## config.mk

```make
export PLATFORM = sky130hd
export DESIGN_NAME = idli_alu
export DESIGN_NICKNAME = d
export VERILOG_FILES = /design/src/rtl/idli_pkg.sv /design/src/rtl/idli_cmp_eval.sv /design/src/rtl/idli_alu.sv
export SDC_FILE = /design/constraint.sdc
export NUM_CORES = 1
export LEC_CHECK = 0
export ABC_AREA = 1
export BUFFER_PORTS_ARGS = -buffer_cell sky130_fd_sc_hd__buf_2
export CAP_MARGIN = 10
export CORE_UTILIZATION = 57
export DETAILED_ROUTE_END_ITERATION = 10
export PLACE_DENSITY = 0.89
export SLEW_MARGIN = 30
export SYNTH_ARGS = -nofsm -noshare
export SYNTH_HDL_FRONTEND = slang
export SYNTH_SLANG_ARGS = --single-unit
```

## constraint.sdc

```tcl
create_clock -name i_clk -period 4.2 [get_ports i_clk]
set_clock_uncertainty 0.2 [all_clocks]
set_input_delay 0 -clock i_clk [delete_from_list [all_inputs] [get_ports i_clk]]
set_output_delay 0 -clock i_clk [all_outputs]
set_load 0.1 [all_outputs]
```

## src/rtl/idli_pkg.sv

```systemverilog
// Shared types for the idli execute stage: slice-serial operand widths,
// ALU/compare opcodes and the flag bundle used by compare/branch logic.
package idli_pkg;

  localparam int unsigned SLICE_W  = 4;
  localparam int unsigned N_SLICES = 4;

  typedef logic [SLICE_W-1:0] slice_t;
  typedef logic [1:0]         ctr_t;

  localparam ctr_t CTR_FIRST = 2'd0;
  localparam ctr_t CTR_LAST  = 2'd3;

  typedef enum logic [1:0] {
    ALU_ADD = 2'd0,
    ALU_AND = 2'd1,
    ALU_OR  = 2'd2,
    ALU_XOR = 2'd3
  } alu_op_t;

  // Encoding 7 is unused; evaluating it yields a false predicate.
  typedef enum logic [2:0] {
    CMP_EQ  = 3'd0,
    CMP_NE  = 3'd1,
    CMP_LT  = 3'd2,
    CMP_LTU = 3'd3,
    CMP_GE  = 3'd4,
    CMP_GEU = 3'd5,
    CMP_ANY = 3'd6
  } cmp_op_t;

  // Flags of a completed 16b operation, taken at the final slice.
  typedef struct packed {
    logic z;
    logic n;
    logic v;
    logic c;
  } alu_flags_t;

endpackage

```

## src/rtl/idli_cmp_eval.sv

```systemverilog
// Combinational predicate evaluation: final flags + compare op -> one bit.
module idli_cmp_eval
  import idli_pkg::*;
(
  input  alu_flags_t flags_i,
  input  cmp_op_t    cmp_op_i,
  output logic       p_o
);

  // Map each compare condition onto the flags of (lhs - rhs), or of
  // (lhs & rhs) for ANY.
  always_comb begin
    p_o = 1'b0;
    case (cmp_op_i)
      CMP_EQ:  p_o = flags_i.z;
      CMP_NE:  p_o = ~flags_i.z;
      CMP_LT:  p_o = flags_i.n ^ flags_i.v;
      CMP_GE:  p_o = ~(flags_i.n ^ flags_i.v);
      CMP_LTU: p_o = ~flags_i.c;
      CMP_GEU: p_o = flags_i.c;
      CMP_ANY: p_o = ~flags_i.z;
      default: p_o = 1'b0;
    endcase
  end

endmodule

```

## src/rtl/idli_alu.sv

```systemverilog
// Slice-serial 16b ALU/comparator. One 4b slice per cycle, least significant
// slice first (ctr 0). o_res is combinational; a compare produces a registered
// predicate pulse the cycle after its ctr 3 slice.
//
// Handshake: there is no backpressure. i_valid high means a slice is presented
// this cycle and is consumed at the next clock edge; i_valid low flushes any
// in-flight operation. o_p_valid is a single-cycle pulse with no ready.
module idli_alu
  import idli_pkg::*;
(
  input  logic    i_clk,
  input  logic    i_rst_n,
  input  logic    i_valid,
  input  ctr_t    i_ctr,
  input  alu_op_t i_op,
  input  logic    i_sub,
  input  logic    i_cmp,
  input  cmp_op_t i_cmp_op,
  input  slice_t  i_lhs,
  input  slice_t  i_rhs,
  output slice_t  o_res,
  output logic    o_p_valid,
  output logic    o_p
);

  // Inter-slice state
  logic carry_q, carry_d;
  logic z_q, z_d;
  logic active_q, active_d;
  ctr_t ctr_exp_q, ctr_exp_d;
  logic p_valid_q, p_valid_d;
  logic p_q, p_d;

  // Slice datapath
  alu_op_t    eff_op;
  logic       eff_sub;
  logic       cin;
  slice_t     rhs_eff;
  logic [4:0] sum;
  slice_t     res;
  logic       cout;
  logic       res_zero;
  logic       in_seq;
  logic       starting;
  logic       last;
  alu_flags_t flags;
  logic       pred;

  // Compares reuse the adder as lhs - rhs, except ANY which is an AND test.
  always_comb begin
    eff_op  = i_op;
    eff_sub = (i_op == ALU_ADD) && i_sub;
    if (i_cmp) begin
      if (i_cmp_op == CMP_ANY) begin
        eff_op  = ALU_AND;
        eff_sub = 1'b0;
      end else begin
        eff_op  = ALU_ADD;
        eff_sub = 1'b1;
      end
    end
  end

  // One 4b slice: 5b add with carry chained through carry_q, or bitwise op.
  always_comb begin
    cin     = (i_ctr == CTR_FIRST) ? eff_sub : carry_q;
    rhs_eff = eff_sub ? ~i_rhs : i_rhs;
    sum     = {1'b0, i_lhs} + {1'b0, rhs_eff} + {4'b0000, cin};
    res     = '0;
    cout    = 1'b0;
    case (eff_op)
      ALU_ADD: begin
        res  = sum[3:0];
        cout = sum[4];
      end
      ALU_AND: res = i_lhs & i_rhs;
      ALU_OR:  res = i_lhs | i_rhs;
      ALU_XOR: res = i_lhs ^ i_rhs;
      default: res = '0;
    endcase
  end

  assign o_res    = res;
  assign res_zero = (res == '0);
  assign starting = (i_ctr == CTR_FIRST);
  assign last     = (i_ctr == CTR_LAST);
  // Slice continues a sequence that began at ctr 0 with no gaps.
  assign in_seq   = active_q && (i_ctr == ctr_exp_q);

  // Final-slice flags; z_q already covers slices 0..2.
  always_comb begin
    flags.z = z_q && res_zero;
    flags.n = res[3];
    flags.v = (i_lhs[3] == ~i_rhs[3]) && (res[3] != i_lhs[3]);
    flags.c = cout;
  end

  idli_cmp_eval u_cmp_eval (
    .flags_i  (flags),
    .cmp_op_i (i_cmp_op),
    .p_o      (pred)
  );

  // Next-state for carry, zero accumulator, sequence tracking and predicate.
  always_comb begin
    carry_d   = carry_q;
    z_d       = z_q;
    active_d  = active_q;
    ctr_exp_d = ctr_exp_q;
    p_valid_d = 1'b0;
    p_d       = p_q;
    if (!i_valid) begin
      carry_d   = 1'b0;
      z_d       = 1'b0;
      active_d  = 1'b0;
      ctr_exp_d = CTR_FIRST;
    end else begin
      if (!last && (eff_op == ALU_ADD)) begin
        carry_d = cout;
      end
      z_d       = starting ? res_zero : (z_q && res_zero);
      active_d  = (starting || in_seq) && !last;
      ctr_exp_d = ctr_t'(i_ctr + 2'd1);
      if (last && in_seq && i_cmp) begin
        p_valid_d = 1'b1;
        p_d       = pred;
      end
    end
  end

  // State registers, cleared asynchronously.
  always_ff @(posedge i_clk or negedge i_rst_n) begin
    if (!i_rst_n) begin
      carry_q   <= 1'b0;
      z_q       <= 1'b0;
      active_q  <= 1'b0;
      ctr_exp_q <= CTR_FIRST;
      p_valid_q <= 1'b0;
      p_q       <= 1'b0;
    end else begin
      carry_q   <= carry_d;
      z_q       <= z_d;
      active_q  <= active_d;
      ctr_exp_q <= ctr_exp_d;
      p_valid_q <= p_valid_d;
      p_q       <= p_d;
    end
  end

  assign o_p_valid = p_valid_q;
  assign o_p       = p_q;

endmodule
```

==> results.py <==
metrics = {
    "worst_setup_path": {
        "slowest_delay_ns": 0.54,
        "crit_family": "buffers and inverters",
        "crit_fanout": 7,
        "critPathCaptureType": "primary output",
        "crit_required_ns": 4.00,
        "crit_buf_inv": 6,
        "start_kind": "primary input",
        "critPathKind": "in -> out",
        "path_cells": "dlygate4sd3_1, buf_2, inv_2, nand3_2, inv_1, nand2_1, nand2_1, xor2_1, fa_1, inv_1, fa_1, xnor2_1, nand2_2, nand2_4, buf_2",
        "slowest_stage": "dlygate4sd3_1",
        "worst_ep_arrival_time_ns": 3.03,
    },
    "clock_tree": {
        "htreeDepth": 1,
        "cts_tree": "yes",
        "clk_path_buf_depth": 2,
        "cts_setup_buffers": 0,
        "insertion_delay_ns": 0.27,
        "path_clk_slew_ns": 0.05,
        "cts_resized": 0,
        "cts.sinks": 7,
        "hold_buffers": 9,
        "cts_root_buffer": "clkbuf_4",
        "numCtsBuffers": 3,
    },
    "routing": {
        "postRouteAntennaNets": 0,
        "drc_errors": 0,
        "drt_first_pass_iters": 4,
        "drt-initial-drc-count": 16,
        "routed_wl_mm": 2.57,
        "wl_per_cell_um": 12.1,
        "viasPerCell": 5.05,
        "dr_total_vias": 1071,
    },
    "global_routing": {
        "antenna_found_initial": 0,
        "grt_start_max_net_pins": 8,
        "grtUsageMet3_pct": 6.00,
        "grt_usage_pct": 30.3,
        "grt_busiest_layer": "met2",
        "grt_first_pass_wirelength_mm": 4.45,
        "grt_pass1_vias": 1094,
        "met1_usage_pct": 32.7,
        "overflow": 0,
        "grt_use_met2_pct": 57.6,
    },
    "final_layout": {
        "drive_gt1_share_pct": 29.9,
        "num-fill-cells": 129,
        "num-nets-final": 224,
        "antenna_cells": 0,
        "final_cells": 212,
        "layout_commonest_cell": "nand2_1",
        "areaGrowthSynthToFinish_pct": 26.1,
        "mostFrequentLayoutCells": "nand2_1, inv_1, buf_2, ha_1",
    },
    "placed_design": {
        "io_buffers": 25,
        "dp_cells": 199,
        "hpwl_mm": 2.10,
        "routabilityCongestion": 0.863,
        "pre_cts_ws_ns": 1.44,
    },
    "timing": {
        "hold_viol": 0,
        "drv_slew": 0,
        "min_period_over_period_pct": 77.0,
        "worst-slew-pin-transition_ns": 0.486,
        "slew-limit-headroom_pct": 67.8,
        "setup_tns_ns": 0,
        "min_period_ns": 3.23,
        "worst_slack_ns": 0.968,
        "fmax_mhz": 309,
        "rsz0062_at_grt": "false",
        "report.final.setup_viol": 0,
    },
    "power": {
        "cellPowerDensity_mw_per_mm2": 273,
        "p_leak_nw": 0.789,
        "ir_drop_mv": 0.180,
        "total_power_w": 0.000359,
    },
    "worst_hold_path": {
        "hold_path_class": "in -> reg",
    },
    "die": {
        "chipHeight_um": 44.8,
        "coreArea_mm2": 0.00173,
        "row_count": 15,
        "ios": 26,
        "start_util_pct": 60.6,
        "design.die.area_mm2": 0.00201,
        "dieWidth_um": 44.8,
    },
    "logic_synthesis": {
        "yosysUniqueCellTypes": 26,
        "yosys_warnings": 0,
        "avgSynthCellArea_um2": 7.02,
        "synth_cells": 149,
        "syn_nets": 185,
        "ys_ff_latch": 7,
        "ys_seq_area_share_pct": 16.7,
        "synth_area_mm2": 0.00105,
    },
    "outcome": {
        "outcome": "finished clean",
    },
    "flow_run": {
        "max_cap_violations": 0,
    },
}
-- through the flow --
step	utilization [%]	hold WS [ns]	area, um^2
2_1_floorplan	-	-0.496	1050
3_3_place_gp	69.6	-0.364	1200
3_5_place_dp	69.6	-0.362	1200
4_1_cts	76.4	0.0277	1320
5_1_grt	76.4	0.0949	1320
6_report	76.4	0.0269	1320
-- worst min-delay path, delay by kind of cell --
kind | cells | cell delay, ns
AOI/OAI and AO/OA | 1 | 0.03
buffers and inverters | 2 | 0.18
and+or+nand+nor | 5 | 0.25
-- synthesized netlist by cell type --
cell	n	share of area [%]
nand3_2	7	6.7
nand2_2	8	4.8
fa_1	2	3.8
nor4_1	1	0.60
xnor2_1	1	0.84
nand3_1	7	3.3
inv_6	1	0.84
nor3_1	2	0.96
nand4_1	6	3.6
a221oi_1	1	0.84
dfrtp_1	7	17
o22ai_1	1	0.60
nor2_1	9	3.2
xor2_1	4	3.3
nand2_1	29	10
ha_1	14	17
nor2_2	2	1.2
nand2_4	3	3.2
o21ai_0	4	1.9
or2_2	1	0.60
o221ai_1	1	0.84
a21oi_1	3	1.4
nand3b_1	1	0.72
inv_2	5	1.8
inv_1	28	10
a21oi_2	1	0.84
-- per-layer routing --
layer / vias up / wire length (um)
met2: 33 / 1400
met1: 481 / 1020
met4: 0 / 59
met5: - / 0
met3: 8 / 85
li1: 549 / -
-- final timing paths --
check | end | cells after the start | slack [ns] | startpoint
max | o_res[2] | 15 | 0.97 | i_cmp
min | o_p$_DFFE_PN0P_ | 8 | 0.03 | i_cmp_op[0]
max reg2reg | o_p$_DFFE_PN0P_ | 14 | 1.73 | carry_q$_DFFE_PN0P_
min reg2reg | o_p$_DFFE_PN0P_ | 2 | 0.29 | o_p$_DFFE_PN0P_
max in group asynchronous | carry_q$_DFFE_PN0P_ | 3 | 3.07 | i_rst_n
min in group asynchronous | ctr_exp_q[0]$_DFF_PN0_ | 3 | 0.48 | i_rst_n
-- flip-flops by register name, summed over array words and instances (netlist names) --
| name | flops |
|---|---|
| o_p | 1 |
| carry_q | 1 |
| z_q | 1 |
| o_p_valid | 1 |
| active_q | 1 |
| ctr_exp_q | 2 |
-- final cells by class --
type                    count  area, um^2  area share [%]
well taps                  25        31.3            2.37
flip-flops and latches      7         175            13.3
multi-input cells         108         738            56.0
repair buffers             34         215            16.3
clock buffers               4        26.3            1.99
inverters                  34         133            10.1
-- power by group --
group,internal [W],switching (W)
registers,0.0000709,0.00000166
logic,0.0000634,0.000156
clock network,0.0000366,0.0000304
total,0.000171,0.000189
-- kinds of logic (layout without fill, tap and decap cells) --
kind of cell / count (synthesis) / in the layout / synth area share, %
AND/OR/NAND/NOR: 76 / 76 / 39.4
XOR/XNOR: 5 / 5 / 4.19
adder cells (fa/ha/maj): 16 / 16 / 20.6
buffers and inverters: 34 / 72 / 12.7
flip-flops: 7 / 7 / 16.7
AO/OA/AOI/OAI: 11 / 11 / 6.46
Power figures use the tool's default switching activity.
